===== src/rtl/disp_spi_master.sv =====
// SPI master for the Nexys4 display: serialises {CMD, addr, data} MSB-first and captures MISO.
// Optional trailing SCLK pulse with SS high is enabled by defining DISP_SPI_FLUSH_PULSE_EN.
module disp_spi_master #(
    parameter int unsigned CLK_DIV     = 2,
    parameter int unsigned HOLD_CYCLES = 4,
    parameter logic [3:0]  CMD         = 4'b0001
) (
    input  logic        clock_5meg_i,
    input  logic        rst_low_i,
    input  logic        wr_valid_i,
    output logic        wr_ready_o,
    input  logic [3:0]  wr_addr_i,
    input  logic [7:0]  wr_data_i,
    output logic        done_o,
    output logic [15:0] rx_data_o,
    output logic        spi_sclk_o,
    output logic        spi_ss_o,
    output logic        spi_mosi_o,
    input  logic        spi_miso_i
);

    localparam int unsigned CNT_MAX = (CLK_DIV > HOLD_CYCLES) ? CLK_DIV : HOLD_CYCLES;
    localparam int unsigned CW      = $clog2(CNT_MAX);
    localparam logic [CW-1:0] DIV_LOAD  = CW'(CLK_DIV - 1);
    localparam logic [CW-1:0] HOLD_LOAD = CW'(HOLD_CYCLES - 1);

    typedef enum logic [2:0] {S_IDLE, S_SETUP, S_SHIFT, S_HOLD, S_FLUSH} state_t;

    state_t        state_q, state_d;
    logic [CW-1:0] cnt_q, cnt_d;
    logic [4:0]    bit_q, bit_d;
    logic          high_q, high_d;
    logic [15:0]   frame_q, frame_d;
    logic [15:0]   rxsh_q, rxsh_d;
    logic          sclk_q, sclk_d;
    logic          ss_q, ss_d;
    logic          mosi_q, mosi_d;
    logic          done_q, done_d;
    logic [15:0]   rx_q, rx_d;
    logic          ready_q, ready_d;

    always_ff @(posedge clock_5meg_i or negedge rst_low_i) begin
        if (!rst_low_i) begin
            state_q <= S_IDLE;
            cnt_q   <= '0;
            bit_q   <= '0;
            high_q  <= 1'b0;
            frame_q <= '0;
            rxsh_q  <= '0;
            sclk_q  <= 1'b1;
            ss_q    <= 1'b1;
            mosi_q  <= 1'b1;
            done_q  <= 1'b0;
            rx_q    <= '0;
            ready_q <= 1'b1;
        end else begin
            state_q <= state_d;
            cnt_q   <= cnt_d;
            bit_q   <= bit_d;
            high_q  <= high_d;
            frame_q <= frame_d;
            rxsh_q  <= rxsh_d;
            sclk_q  <= sclk_d;
            ss_q    <= ss_d;
            mosi_q  <= mosi_d;
            done_q  <= done_d;
            rx_q    <= rx_d;
            ready_q <= ready_d;
        end
    end

    always_comb begin
        state_d = state_q;
        cnt_d   = cnt_q;
        bit_d   = bit_q;
        high_d  = high_q;
        frame_d = frame_q;
        rxsh_d  = rxsh_q;
        case (state_q)
            S_IDLE: begin
                if (wr_valid_i && ready_q) begin
                    frame_d = {CMD, wr_addr_i, wr_data_i};
                    cnt_d   = DIV_LOAD;
                    state_d = S_SETUP;
                end
            end
            S_SETUP: begin
                if (cnt_q != '0) begin
                    cnt_d = cnt_q - CW'(1);
                end else begin
                    state_d = S_SHIFT;
                    cnt_d   = DIV_LOAD;
                    bit_d   = '0;
                    high_d  = 1'b0;
                end
            end
            // The frame shifts on entry to each low phase so frame_q[15] is always the bit on the wire.
            S_SHIFT: begin
                if (cnt_q != '0) begin
                    cnt_d = cnt_q - CW'(1);
                end else if (!high_q) begin
                    high_d = 1'b1;
                    cnt_d  = DIV_LOAD;
                    rxsh_d = {rxsh_q[14:0], spi_miso_i};
                end else if (bit_q == 5'd15) begin
                    state_d = S_HOLD;
                    cnt_d   = HOLD_LOAD;
                end else begin
                    bit_d   = bit_q + 5'd1;
                    high_d  = 1'b0;
                    cnt_d   = DIV_LOAD;
                    frame_d = {frame_q[14:0], 1'b1};
                end
            end
            S_HOLD: begin
                if (cnt_q != '0) begin
                    cnt_d = cnt_q - CW'(1);
                end else begin
`ifdef DISP_SPI_FLUSH_PULSE_EN
                    state_d = S_FLUSH;
                    cnt_d   = DIV_LOAD;
                    high_d  = 1'b0;
`else
                    state_d = S_IDLE;
`endif
                end
            end
`ifdef DISP_SPI_FLUSH_PULSE_EN
            S_FLUSH: begin
                if (cnt_q != '0) begin
                    cnt_d = cnt_q - CW'(1);
                end else if (!high_q) begin
                    high_d = 1'b1;
                    cnt_d  = DIV_LOAD;
                end else begin
                    state_d = S_IDLE;
                end
            end
`endif
            default: state_d = S_IDLE;
        endcase
    end

    // Outputs are decoded from the next state so the pins are registered alongside it.
    always_comb begin
        ready_d = (state_d == S_IDLE);
        done_d  = (state_d == S_IDLE) && (state_q != S_IDLE);
        rx_d    = done_d ? rxsh_q : rx_q;
        ss_d    = !((state_d == S_SETUP) || (state_d == S_SHIFT));
        sclk_d  = 1'b1;
        if ((state_d == S_SHIFT) || (state_d == S_FLUSH)) begin
            sclk_d = high_d;
        end
        mosi_d  = ss_d ? 1'b1 : frame_d[15];
    end

    assign wr_ready_o = ready_q;
    assign done_o     = done_q;
    assign rx_data_o  = rx_q;
    assign spi_sclk_o = sclk_q;
    assign spi_ss_o   = ss_q;
    assign spi_mosi_o = mosi_q;

endmodule


===== config.mk =====
export PLATFORM = sky130hd
export DESIGN_NAME = disp_spi_master
export DESIGN_NICKNAME = d
export VERILOG_FILES = /design/src/rtl/disp_spi_master.sv
export SDC_FILE = /design/constraint.sdc
export NUM_CORES = 1
export LEC_CHECK = 0
export CAP_MARGIN = 15
export CORE_MARGIN = 2
export CORE_UTILIZATION = 50
export DETAILED_ROUTE_END_ITERATION = 10
export PLACE_DENSITY_LB_ADDON = 0.08
export SYNTH_ARGS = -nofsm -noshare
export SYNTH_HDL_FRONTEND = slang
export SYNTH_SLANG_ARGS = --single-unit

===== constraint.sdc =====
create_clock -name clock_5meg_i -period 2.01 [get_ports clock_5meg_i]
set_clock_uncertainty 0.2 [all_clocks]
set_input_delay 0.3015 -clock clock_5meg_i [delete_from_list [all_inputs] [get_ports clock_5meg_i]]
set_output_delay 0.3015 -clock clock_5meg_i [all_outputs]
set_load 0.03 [all_outputs]

==> key figures <==
Setup path
  – Crit end category: flip-flop
  – Flop2flop setup slack: 0.04 ns
  – Worst path required time: 2.03 ns
  – RR Startpoint: bit_q[1]
  – CP Launch Type: flip-flop
  – Critical path arrival: 1.99 ns
  – Worst-path fanout max: 4
  – Kind of critical path: reg -> reg
  – Worst-case reg-to-reg path depth: 6
  – Critical R2R Capture: bit_q[0]

Clock tree
  – Worst-Skew Late Latency: 0.34 ns
  – H-Tree Level Count: 3
  – CTS tree: done
  – Root buffer cell: clkbuf_8
  – Deepest clock path buffer count: 2
  – TritonCTS Sinks: 64
  – Reg clk slew, reported paths: 0.07 ns
  – Num CTS Buffers: 9

Global routing
  – Initial antenna violation count: 0
  – Global-route wire length before repair: 10.2 mm
  – Global route overflow: 0
  – Total GRT Usage: 20.5%
  – Largest net degree at the start of global routing: 65
  – Vias in the first global route: 2252

Place
  – RePlAce Congestion: 0.782
  – Buffers on Ports: 36
  – HPWL after DPL: 3.80 mm
  – Worst slack, placed: -0.107 ns

Yosys
  – Synth top area share: 50.4%
  – Top FF cell, synth: dfrtp_1
  – Distinct cells, synth: 51
  – Post-synth EDFFs: 0
  – Most common cell in the synthesized netlist: dfrtp_1
  – Seq/Total Area, Yosys: 53.9%
  – #FFs+latches synth: 64
  – FFs w/ async S/R, synth: 100%
  – Synth Warn #: 0
  – Synthesized area: 2980 sq um
  – Area leader, netlist: dfrtp_1
  – Top cells by count, synth: 60 x dfrtp_1, 51 x nand2_1, 27 x nand3_1, 17 x inv_1, 10 x mux2_4
  – Mapped Cells: 276
  – Dominant cells by area after synthesis: dfrtp_1 50%, nand2_1 6.4%, mux2_4 5.0%, nand3_1 4.5%, dfstp_2 3.5%
  – Post-synthesis net count: 296
  – Avg Inst Size Synth: 10.8 sq um

Run
  – Max-cap violations: 0

Die
  – # rows: 28
  – Core ar.: 5850 sq um
  – Starting Density: 51.0%
  – Die height: 81.2 um
  – Die X: 81.2 um
  – Ports: 37
  – Die area: 6600 sq um

Timing
  – Final Cycle Share: 97.8%
  – RSZ-0062 raised after global routing: true
  – Final setup TNS: 0 ns
  – Final count of hold timing violations: 0
  – Max Freq: 0.509 GHz
  – Period minus WS final: 1.97 ns
  – Final worst slack: 0.0442 ns
  – Slew Viols, Final: 0
  – Setup violators final: 0
  – Hold_ws: 0.265 ns

Detailed routing
  – DRT Pass-1 Iters: 4
  – Avg Vias per Cell: 5.36
  – DRC viols: 0
  – Routed WL: 5.95 mm
  – Routed vias: 2194
  – Wirelength per Cell: 14.6 um
  – ANT nets after route: 0
  – Drt initial violations: 94

Layout
  – Ant diodes: 0
  – Area growth from synthesis to layout: 27.4%
  – Fillers: 474
  – # nets final: 349
  – Share of cells above drive strength 1: 22.8%
  – Util after Layout: 64.9%

Pwr
  – Total Power: 3.45 mW
  – Pwr Density: 909 nW/um^2
  – LEAKAGE: 1.75 nW
  – Worst vdd ir: 483 uV

Min path
  – Worst hold start: rx_data_o[9]
  – Hold Crit Depth: 2
  – Worst Hold Endpoint: rx_data_o[9]
  – Hold Crit Class: reg -> reg

Status
  – Status: finished, final reports clean
## cells by family (layout without fill, tap and decap cells)
kind of cell	after synthesis	count (layout)	share of synthesized area, %
AND/OR/NAND/NOR	108	108	18.2
multiplexers	17	17	7.68
buffers and inverters	39	97	6.55
other	1	1	0.126
AO/OA/AOI/OAI	42	42	11.6
flip-flops	64	64	53.9
adder cells (fa/ha/maj)	4	4	1.68
XOR/XNOR	1	1	0.294
## cell usage in the layout (no fill, tap or decap), types with 2 or more instances in the layout
cell	instances
nor4b_1	2
dlygate4sd2_1	4
ha_1	2
buf_12	3
nor2_1	5
a22o_1	2
a311oi_1	2
inv_2	2
nand3_1	27
and3_1	2
o311ai_2	5
inv_1	17
buf_4	22
clkbuf_8	11
clkdlybuf4s50_1	31
clkinv_2	3
a21oi_1	2
nor2b_4	2
dfrtp_1	60
a32oi_1	2
o21ai_0	7
nand2b_1	2
o21ai_1	4
mux2_1	6
nor2b_1	3
or3_1	2
nand2_1	51
o311ai_1	7
mux2_4	11
dfstp_2	4
## flip-flops by register name, summed over array words and instances (netlist names)
| register | cells |
|---|---|
| state_q | 3 |
| frame_q | 16 |
| spi_ss_o | 1 |
| rxsh_q | 16 |
| cnt_q | 2 |
| rx_data_o | 16 |
| spi_mosi_o | 1 |
| done_o | 1 |
| bit_q | 5 |
| high_q | 1 |
| wr_ready_o | 1 |
| spi_sclk_o | 1 |
## area by class of cell
type                    instances  area (sq um)  share of cell area [%]
clock buffers                  11           151                    3.99
clock inverters                 5          31.3                   0.823
inverters                      19          71.3                    1.88
multi-input cells             173          1260                    33.1
flip-flops and latches         64          1610                    42.3
well taps                      75          93.8                    2.47
repair buffers                 62           586                    15.4
## through the flow
| stage | instances | cell area, sq um |
|---|---|---|
| 6_report | 409 | 3800 |
| 5_1_grt | 409 | 3800 |
| 4_1_cts | 407 | 3740 |
| 3_5_place_dp | 390 | 3520 |
| 3_3_place_gp | 390 | 3520 |
| 2_1_floorplan | 276 | 2980 |
## worst max path at each step
stage / start / endpoint / slack, ns / depth (start not counted)
floorplan: bit_q[0] / bit_q[3] / 0.01 / 7
global placement: bit_q[0] / spi_mosi_o / -0.05 / 7
detailed placement: bit_q[0] / spi_mosi_o / -0.11 / 7
CTS: bit_q[0] / spi_mosi_o / 0.01 / 7
global route: bit_q[1] / bit_q[0] / -0.04 / 6
finish: bit_q[1] / bit_q[0] / 0.04 / 6
## metal layers
metal | share of wire [%] | routed length [um] | up-vias | track usage, %
li1 | - | - | 1066 | -
met3 | 3.5 | 207 | 10 | 3.89
met4 | 2.0 | 119 | 0 | 10.8
met1 | 47 | 2790 | 1077 | 26.8
met2 | 48 | 2830 | 41 | 32.4
met5 | 0 | 0 | - | 0
## repair_timing
item / in CTS / in global routing
hold buffers: 1 / 0
endpoints found under the setup margin: 19 / 31
cloned: 0 / 0
pin swaps: 2 / 4
resized for setup: 10 / 9
endpoints found under the hold margin: 60 / 0
buffers inserted: 0 / 2
## worst max-delay path: stages (launching register included)
cell      delay, ns
dfrtp_1        0.39
ha_2           0.21
and3_4         0.16
ha_4           0.18
nor4bb_4       0.32
o21ai_2        0.12
mux2_4         0.26
## report_power, final
group	total [mW]	leakage (nW)	switching (mW)	internal, mW
registers	1.60	0.845	0.115	1.49
clock network	1.00	0.0951	0.494	0.510
logic	0.843	0.806	0.444	0.399
total	3.45	1.75	1.05	2.40
Power figures use the tool's default switching activity.
